## src/rtl/count_display_7seg.sv

```systemverilog
// count_display_7seg
//   Samples a 16-bit binary count on LOAD and converts it to five BCD digits
//   with a sequential double-dabble engine, one bit per clock (16 cycles).
//   The converted value drives a multiplexed, active-low 5-digit
//   seven-segment display.
//
// Parameters
//   REFRESH_DIV  clock cycles each digit stays lit (2..2^20)
//
// Ports
//   CLK   in   1   system clock, rising edge
//   RST   in   1   asynchronous active-low reset
//   Q_IN  in   16  binary count to convert
//   LOAD  in   1   conversion request (ignored while BUSY)
//   BUSY  out  1   conversion in progress
//   DONE  out  1   one-cycle pulse when BCD updates
//   BCD   out  20  {d4,d3,d2,d1,d0}, d0 = ones
//   SEG   out  7   {g,f,e,d,c,b,a}, active-low
//   AN    out  5   active-low one-hot digit enable, AN[0] = ones digit
//
// Build option
//   COUNT_DISPLAY_LZ_BLANK_EN  when defined, leading zero digits (k>=1) are
//                              blanked; digit 0 always shows.

module count_display_7seg #(
    parameter int unsigned REFRESH_DIV = 100000
) (
    input  logic        CLK,
    input  logic        RST,
    input  logic [15:0] Q_IN,
    input  logic        LOAD,
    output logic        BUSY,
    output logic        DONE,
    output logic [19:0] BCD,
    output logic [6:0]  SEG,
    output logic [4:0]  AN
);

    localparam int unsigned CW = (REFRESH_DIV > 1) ? $clog2(REFRESH_DIV) : 1;
    localparam logic [CW-1:0] REF_LAST = CW'(REFRESH_DIV - 1);

    typedef enum logic {
        IDLE,
        CONV
    } state_t;

    state_t      state, state_nxt;
    logic [15:0] shreg, shreg_nxt;
    logic [19:0] scratch, scratch_nxt;
    logic [19:0] adj;
    logic [3:0]  iter, iter_nxt;
    logic [19:0] bcd_nxt;
    logic        busy_nxt, done_nxt;

    // ------------------------------------------------------------------
    // Conversion FSM: next state and datapath
    // ------------------------------------------------------------------
    always_comb begin
        // add-3 correction on every nibble >= 5, ahead of the shift
        adj = scratch;
        for (int unsigned i = 0; i < 5; i++) begin
            if (scratch[4*i +: 4] >= 4'd5)
                adj[4*i +: 4] = scratch[4*i +: 4] + 4'd3;
        end

        state_nxt   = state;
        shreg_nxt   = shreg;
        scratch_nxt = scratch;
        iter_nxt    = iter;
        bcd_nxt     = BCD;
        busy_nxt    = 1'b0;
        done_nxt    = 1'b0;

        case (state)
            IDLE: begin
                if (LOAD) begin
                    shreg_nxt   = Q_IN;
                    scratch_nxt = '0;
                    iter_nxt    = '0;
                    busy_nxt    = 1'b1;
                    state_nxt   = CONV;
                end
            end
            CONV: begin
                scratch_nxt = {adj[18:0], shreg[15]};
                shreg_nxt   = {shreg[14:0], 1'b0};
                iter_nxt    = iter + 4'd1;
                busy_nxt    = 1'b1;
                if (iter == 4'd15) begin
                    // last shift: publish the completed value directly
                    bcd_nxt   = {adj[18:0], shreg[15]};
                    done_nxt  = 1'b1;
                    busy_nxt  = 1'b0;
                    state_nxt = IDLE;
                end
            end
            default: state_nxt = IDLE;
        endcase
    end

    always_ff @(posedge CLK or negedge RST) begin
        if (!RST) begin
            state   <= IDLE;
            shreg   <= '0;
            scratch <= '0;
            iter    <= '0;
            BCD     <= '0;
            BUSY    <= 1'b0;
            DONE    <= 1'b0;
        end else begin
            state   <= state_nxt;
            shreg   <= shreg_nxt;
            scratch <= scratch_nxt;
            iter    <= iter_nxt;
            BCD     <= bcd_nxt;
            BUSY    <= busy_nxt;
            DONE    <= done_nxt;
        end
    end

    // ------------------------------------------------------------------
    // Display scan
    // ------------------------------------------------------------------
    logic [CW-1:0] refcnt;
    logic [2:0]    idx;
    logic [3:0]    cur_digit;
    logic [6:0]    seg_nxt;

    function automatic logic [6:0] seg_enc(input logic [3:0] d);
        case (d)
            4'd0:    seg_enc = 7'b1000000;
            4'd1:    seg_enc = 7'b1111001;
            4'd2:    seg_enc = 7'b0100100;
            4'd3:    seg_enc = 7'b0110000;
            4'd4:    seg_enc = 7'b0011001;
            4'd5:    seg_enc = 7'b0010010;
            4'd6:    seg_enc = 7'b0000010;
            4'd7:    seg_enc = 7'b1111000;
            4'd8:    seg_enc = 7'b0000000;
            4'd9:    seg_enc = 7'b0010000;
            default: seg_enc = 7'b1111111;
        endcase
    endfunction

    always_comb begin
        case (idx)
            3'd0:    cur_digit = BCD[3:0];
            3'd1:    cur_digit = BCD[7:4];
            3'd2:    cur_digit = BCD[11:8];
            3'd3:    cur_digit = BCD[15:12];
            3'd4:    cur_digit = BCD[19:16];
            default: cur_digit = 4'd0;
        endcase
    end

`ifdef COUNT_DISPLAY_LZ_BLANK_EN
    logic blank;

    // a digit is blank when it and every more significant digit is zero
    always_comb begin
        case (idx)
            3'd1:    blank = (BCD[19:4]  == '0);
            3'd2:    blank = (BCD[19:8]  == '0);
            3'd3:    blank = (BCD[19:12] == '0);
            3'd4:    blank = (BCD[19:16] == '0);
            default: blank = 1'b0;
        endcase
        seg_nxt = blank ? 7'b1111111 : seg_enc(cur_digit);
    end
`else
    always_comb begin
        seg_nxt = seg_enc(cur_digit);
    end
`endif

    // On each wrap the digit selected by idx is latched into AN/SEG and idx
    // advances, so the first refresh after reset lights digit 0.
    always_ff @(posedge CLK or negedge RST) begin
        if (!RST) begin
            refcnt <= '0;
            idx    <= '0;
            AN     <= '1;
            SEG    <= '1;
        end else if (refcnt == REF_LAST) begin
            refcnt <= '0;
            AN     <= ~(5'b00001 << idx);
            SEG    <= seg_nxt;
            idx    <= (idx == 3'd4) ? 3'd0 : idx + 3'd1;
        end else begin
            refcnt <= refcnt + 1'b1;
        end
    end

endmodule

```

## config.mk

```make
export PLATFORM = sky130hd
export DESIGN_NAME = count_display_7seg
export DESIGN_NICKNAME = d
export VERILOG_FILES = /design/src/rtl/count_display_7seg.sv
export SDC_FILE = /design/constraint.sdc
export NUM_CORES = 1
export LEC_CHECK = 0
export BUFFER_PORTS_ARGS = -buffer_cell sky130_fd_sc_hd__buf_2
export CAP_MARGIN = 40
export CORE_UTILIZATION = 45
export DETAILED_ROUTE_END_ITERATION = 10
export PLACE_DENSITY_LB_ADDON = 0.3
export SYNTH_ARGS = -nofsm -noshare
export SYNTH_HDL_FRONTEND = slang
export SYNTH_SLANG_ARGS = --single-unit
```

## constraint.sdc

```tcl
create_clock -name CLK -period 2.3 [get_ports CLK]
set_clock_uncertainty 0.2 [all_clocks]
set_input_delay 0.575 -clock CLK [delete_from_list [all_inputs] [get_ports CLK]]
set_output_delay 0.575 -clock CLK [all_outputs]
set_load 0.02 [all_outputs]
```

# ---- Word-level counts from Yosys, hierarchy flattened
# Memory sizes are Yosys's and may differ from the RTL's. A register that Yosys moved wholly into a read port is not among the register bits.
# Cells that the tools add are included.
dict set report word_totals {
  register_bits 87
  mem_bits_ro 112
  out_inout_bits 34
  wordCells 55
  n_memories 1
}
# name words word_bits rd rd_ports_with_merged_regs write_ports line
set memory_table {}
lappend memory_table {{(no name shown)} 16 7 1 1 0 130} ;# case (d)
dict set report classes {
  n_addsub 8
  order_cmp 5
  eq_ne 7
  shift 1
  mux 19
  bitwise_logic 2
  reduce_logical 3
}
# op n
set op_table {}
lappend op_table {{20-bit case mux with 2 select lines} 1}
lappend op_table {{16-bit case mux with 2 select lines} 1}
lappend op_table {{4-bit by 3-bit greater-or-equal comparator with 1-bit output (second input constant)} 5}
lappend op_table {{20-bit two-way mux} 1}
lappend op_table {{4-bit two-way mux} 5}
lappend op_table {{4-bit case mux with 5 select lines} 1}
lappend op_table {{17-bit by 1-bit adder with 17-bit output (second input constant)} 1}
lappend op_table {{17-bit equality test (second input constant)} 1}
lappend op_table {{17-bit two-way mux} 1}
lappend op_table {{4-bit by 2-bit adder with 4-bit output (second input constant)} 4}
lappend op_table {{16-bit two-way mux} 1}
lappend op_table {{4-bit case mux with 2 select lines} 1}
lappend op_table {{3-bit by 2-bit equality test with 1-bit output (second input constant)} 2}
lappend op_table {{3-bit two-way mux} 2}
lappend op_table {{5-bit inverter} 1}
lappend op_table {{1-bit by 3-bit left shift with 5-bit output (first input constant)} 1}
lappend op_table {{4-bit by 1-bit adder with 4-bit output (second input constant)} 1}
lappend op_table {{4-bit equality test (second input constant)} 1}
lappend op_table {{1-bit two-way mux} 4}
lappend op_table {{3-bit by 1-bit adder with 3-bit output (second input constant)} 1}
lappend op_table {{3-bit by 2-bit adder with 3-bit output (second input constant)} 1}
lappend op_table {{3-bit by 1-bit equality test with 1-bit output (second input constant)} 1}
lappend op_table {{3-bit equality test (second input constant)} 1}
lappend op_table {{3-bit zero test} 1}
lappend op_table {{5 further kinds} 5}

# ---- Logic depth before layout (Yosys ltp)
dict set report logic_depth {
  ltp_word 3
  mapped_depth 11
  mapped_depth_nobuf 10
}

# ---- Worst setup path before layout
# No wires, ideal clock.
dict set report synth_timing {
  path_type {reg-to-reg}
  startpoint {register idx[2]}
  endpoint {register SEG[0]}
  arrival_time_ns 2.140
  required_time_ns 2.018
  setup_slack_ns -0.122
  stages_incl_launch_ff 11
  n_path_buf 1
  cell_sequence {dfrtp_1 > clkbuf_1 > inv_1 > ha_1 > a32oi_1 > o21a_1 > inv_1 > ha_1 > o21ai_1 > o21ai_1 > mux2_2}
}
dict set report synth_via {
  elab_chain_cells 2
  word_cells_on_any_way 6
}
# element line
set synth_rtl {}
lappend synth_rtl {{from (decl)} 125} ;# logic [2:0] idx;
lappend synth_rtl {{from (signal assigned)} 188} ;# idx <= (idx == 3'd4) ? 3'd0 : idx + 3'd1;
lappend synth_rtl {{3-bit equality test, or another cell as far along} 146} ;# case (idx)
lappend synth_rtl {{4-bit case mux with 5 select lines (*)} 146}
lappend synth_rtl {{to (decl)} 35} ;# output logic [6:0] SEG,
# Mark *: on every way between the ends. The rest lies on a longest branch, timed or not.
# A chain may end at the register's enable or synchronous reset.

# ---- Worst setup path in the final report
dict set report layout_timing {
  startpoint {register idx[1]}
  endpoint {register SEG[5]}
}
# The elaborated chain is that of the path after synthesis.

==> impl_metrics.yaml <==
routing:
  via_per_inst: 5.376
  drt_iter0_markers: 194
  via_count: 3693
  first_pass_iters: 4
  drc: 0
  route.final.wire_length_mm: 10.56
  postRouteAntennaNets: 0
  wl_per_cell_um: 15.37
power:
  comb_power_share_pct: 40.1
  p_sw_mw: 2.503
  internal_power_mw: 4.041
  share_seq_of_total_power_pct: 39.4
  design_power_total_mw: 6.544
  static-leakage-power_nw: 2.789
  clkPwrFrac_pct: 20.5
  switching_share_pct: 38.25
  max-vdd-ir-drop_v: 0.0004733
  power_per_cell_area_nw_per_um2: 1112
grt:
  gr-usage-all-layers_pct: 20.12
  pin_count_of_the_biggest_net_entering_global_routing: 41
  grt_pass1_wl_mm: 17.50
  number_of_global_route_vias_before_repair: 3642
  grt_antenna_before_repair: 0
  total_congestion_overflow_after_global_routing: 0
yosys:
  netlist_area_before_placement_um2: 4721
  synthDistinctLibCells: 45
  ys_flop_type: "sky130_fd_sc_hd__dfrtp_1"
  synth_enable_flop_cells: 0
  ys_ff_latch: 94
  syn_inst: 460
  synth.avg_cell_area_um2: 10.26
  syn_nets: 501
  synth_sequential_area_ratio_pct: 50.15
  ys_warn_count: 0
  synth-async-reset-ratio_pct: 100.0
timing:
  maxSlewHeadroom_pct: 60.78
  peak_freq_mhz: 427.7
  setup_viol_count_final: 3
  period_share_pct: 101.7
  layout_min_cycle_time_ps: 2338
  rsz0062_at_grt: "yes"
  max_slew.worst_pin.slew_ps: 583.0
  whs_ps: 255.0
  total_count_of_max_transition_violations_in_the_final_report: 0
  setup_ws_ps: -37.97
  timing_hold_violations_final: 0
clock_network:
  clockRootBuffer: "sky130_fd_sc_hd__clkbuf_8"
  insertion_delay_ps: 360
  path_clk_slew_ps: 90
  h-tree-depth: 3
  cts_tree: "built"
  max-clock-path-buffers: 2
  cts_made_buffers: 9
  clkSinkCount: 94
place:
  hpwl_after_detailed_placement_mm: 7.150
  port-buffer-count: 52
  routabilityCongestion: 0.8879
  placedInstanceArea_um2: 5280
critical_path:
  worst_path_max_delay_cell: "sky130_fd_sc_hd__dfrtp_1"
  timing.critical_path.required_ps: 2400
  critical_path_peak_fanout: 4
  timing.critical_path.cells: "inv_2 -> ha_4 -> a22oi_2 -> o2111ai_4 -> buf_4 -> ha_1 -> nor2_2 -> o21ai_1 -> mux2_2"
  criticalPathCategory: "reg2reg"
  critical_path.max_stage_delay_ps: 430
  crit_path_end_kind: "register"
  critical_path.startpoint_type: "register"
  worst-endpoint-arrival_ps: 2440
floorplan:
  fp.dieH_um: 104.4
  row_count: 37
  die_width_um: 104.4
  boundaryPins: 53
  coreArea_um2: 10230
  initial_utilization_pct: 46.14
  floorplan.die_area_um2: 10900
final_layout:
  syn2layout_area_growth_pct: 24.62
  number_of_antenna_diodes: 0
  num-nets-final: 587
  fillers: 895
  stdcell_area_um2: 5883
  final_layout_size_suffix_gt1_share_pct: 29.40
min_path:
  timing.hold.worst.class: "in2reg"
run:
  max-cap-violations: 0
outcome:
  violations: "negative setup slack"
  run_status: "complete, but fails checks"
==> registers in the layout (all words and copies together), names as in the netlist <==
name / cells
AN: 5
BCD: 20
DONE: 1
SEG: 7
idx: 3
iter: 4
refcnt: 17
scratch: 20
shreg: 16
state: 1
==> layout by cell type (no fill, tap or decap), drive strengths merged, types with 2 or more instances in the layout <==
cell type,Yosys,layout
a21oi,20,20
nand4,8,8
o31ai,5,5
and4,2,2
or2,2,2
a22o,2,2
a21o,4,4
o21a,4,4
xor2,6,6
buf,6,94
nand3,11,11
inv,19,19
nor2b,2,2
xnor2,17,17
mux2,7,7
nor4b,2,2
nor3b,10,10
nand4b,2,2
bufinv,0,3
a31oi,2,2
o21ai,49,49
nand2,51,51
clkinv,0,3
nor2,23,23
nor4,3,3
clkbuf,14,10
nand2b,24,24
ha,22,22
a32oi,5,5
mux2i,31,31
nand3b,2,2
a222oi,3,3
dfrtp,82,82
dfstp,12,12
==> logic make-up (layout without fill, tap and decap cells) <==
kind of cell    after synthesis  count (layout)  synth area share (%)
mux                          38              38                 8.243
flops                        94              94                 50.15
compound gates              100             100                 12.72
xor+xnor                     23              23                 4.267
buf+inv                      39             130                 3.313
fa+ha+maj                    22              22                 5.831
simple gates                144             144                 15.48
==> worst max-delay path: cells and delay by family, from the launching register on <==
kind	cells	cell delay [ps]
AO/OA/AOI/OAI	3	600
flip-flops	1	430
adder cells (fa/ha/maj)	2	390
buffers and inverters	2	300
multiplexers	1	260
AND/OR/NAND/NOR	1	110
==> synthesized netlist by cell type, types with 7 or more instances <==
master                     count  area (um^2)
sky130_fd_sc_hd__nand2b_1     24        150.1
sky130_fd_sc_hd__ha_1         22        275.3
sky130_fd_sc_hd__xnor2_1      17        148.9
sky130_fd_sc_hd__inv_1        19        71.32
sky130_fd_sc_hd__nand2_1      51        191.4
sky130_fd_sc_hd__nand3_1      11        55.05
sky130_fd_sc_hd__dfstp_2      12        315.3
sky130_fd_sc_hd__mux2i_1      31        310.3
sky130_fd_sc_hd__dfrtp_1      82         2052
sky130_fd_sc_hd__nor3b_1      10        75.07
sky130_fd_sc_hd__a21oi_1      20        100.1
sky130_fd_sc_hd__mux2_2        7        78.83
sky130_fd_sc_hd__o21ai_0      45        225.2
sky130_fd_sc_hd__nor2_1       23        86.33
sky130_fd_sc_hd__clkbuf_1     14        52.55
sky130_fd_sc_hd__nand4_1       8        50.05
==> repair_timing <==
action	in CTS	in global routing
endpoints found under the setup margin	6	8
pin swaps	9	11
hold endpoints to repair	27	0
hold buffers	1	0
buffers inserted	13	6
resized for setup	12	32
==> per-layer routing <==
layer | up-vias | wire [um] | GRT usage (%)
met2 | 93 | 5023 | 31.36
met5 | - | 0 | 0
met4 | 0 | 223 | 10.92
li1 | 1781 | - | -
met1 | 1801 | 4899 | 27.00
met3 | 18 | 411 | 3.008
==> power by group through the flow <==
| stage | registers, mW | clock network (mW) | logic (mW) |
|---|---|---|---|
| 4_1_cts | 2.57 | 1.37 | 2.46 |
| 3_5_place_dp | 2.59 | 0 | 2.41 |
| 3_3_place_gp | 2.57 | 0 | 2.30 |
| 2_1_floorplan | 2.63 | 0 | 1.59 |
| 6_report | 2.58 | 1.34 | 2.62 |
| 5_1_grt | 2.64 | 1.45 | 2.94 |
==> cell type report <==
class	count	area (um^2)	area share [%]
clock buffer	10	137.6	2.339
clock inverter	6	108.9	1.850
inverter	19	78.83	1.340
multi-input combinational	327	2385	40.54
sequential	94	2370	40.28
tap	136	170.2	2.892
timing repair buffer	95	633.1	10.76
==> through the flow <==
step | worst slack, ps | util (%) | setup TNS [ps] | instances
after floorplan | 2.517 | - | 0 | 460
after global placement | -45.41 | 51.61 | -115.1 | 651
after detailed placement | -108.7 | 51.61 | -374.6 | 651
after CTS | -30.64 | 55.42 | -63.73 | 681
after global routing | -116.7 | 57.50 | -594.2 | 687
final | -37.97 | 57.50 | -73.48 | 687
==> worst paths after layout <==
check,start,end,slack [ps],cells past startpoint
max,idx[1]$_DFFE_PN0N_,SEG[5]$_DFFE_PN1N_,-40,9
min,Q_IN[0],shreg[0]$_DFFE_PN0P_,250,3
max reg2reg,idx[1]$_DFFE_PN0N_,SEG[5]$_DFFE_PN1N_,-40,9
min reg2reg,AN[4]$_DFFE_PN1N_,AN[4]$_DFFE_PN1N_,270,2
max in group asynchronous,RST,AN[4]$_DFFE_PN1N_,860,3
min in group asynchronous,RST,BCD[7]$_DFFE_PN0P_,490,2
Power figures use the tool's default switching activity.
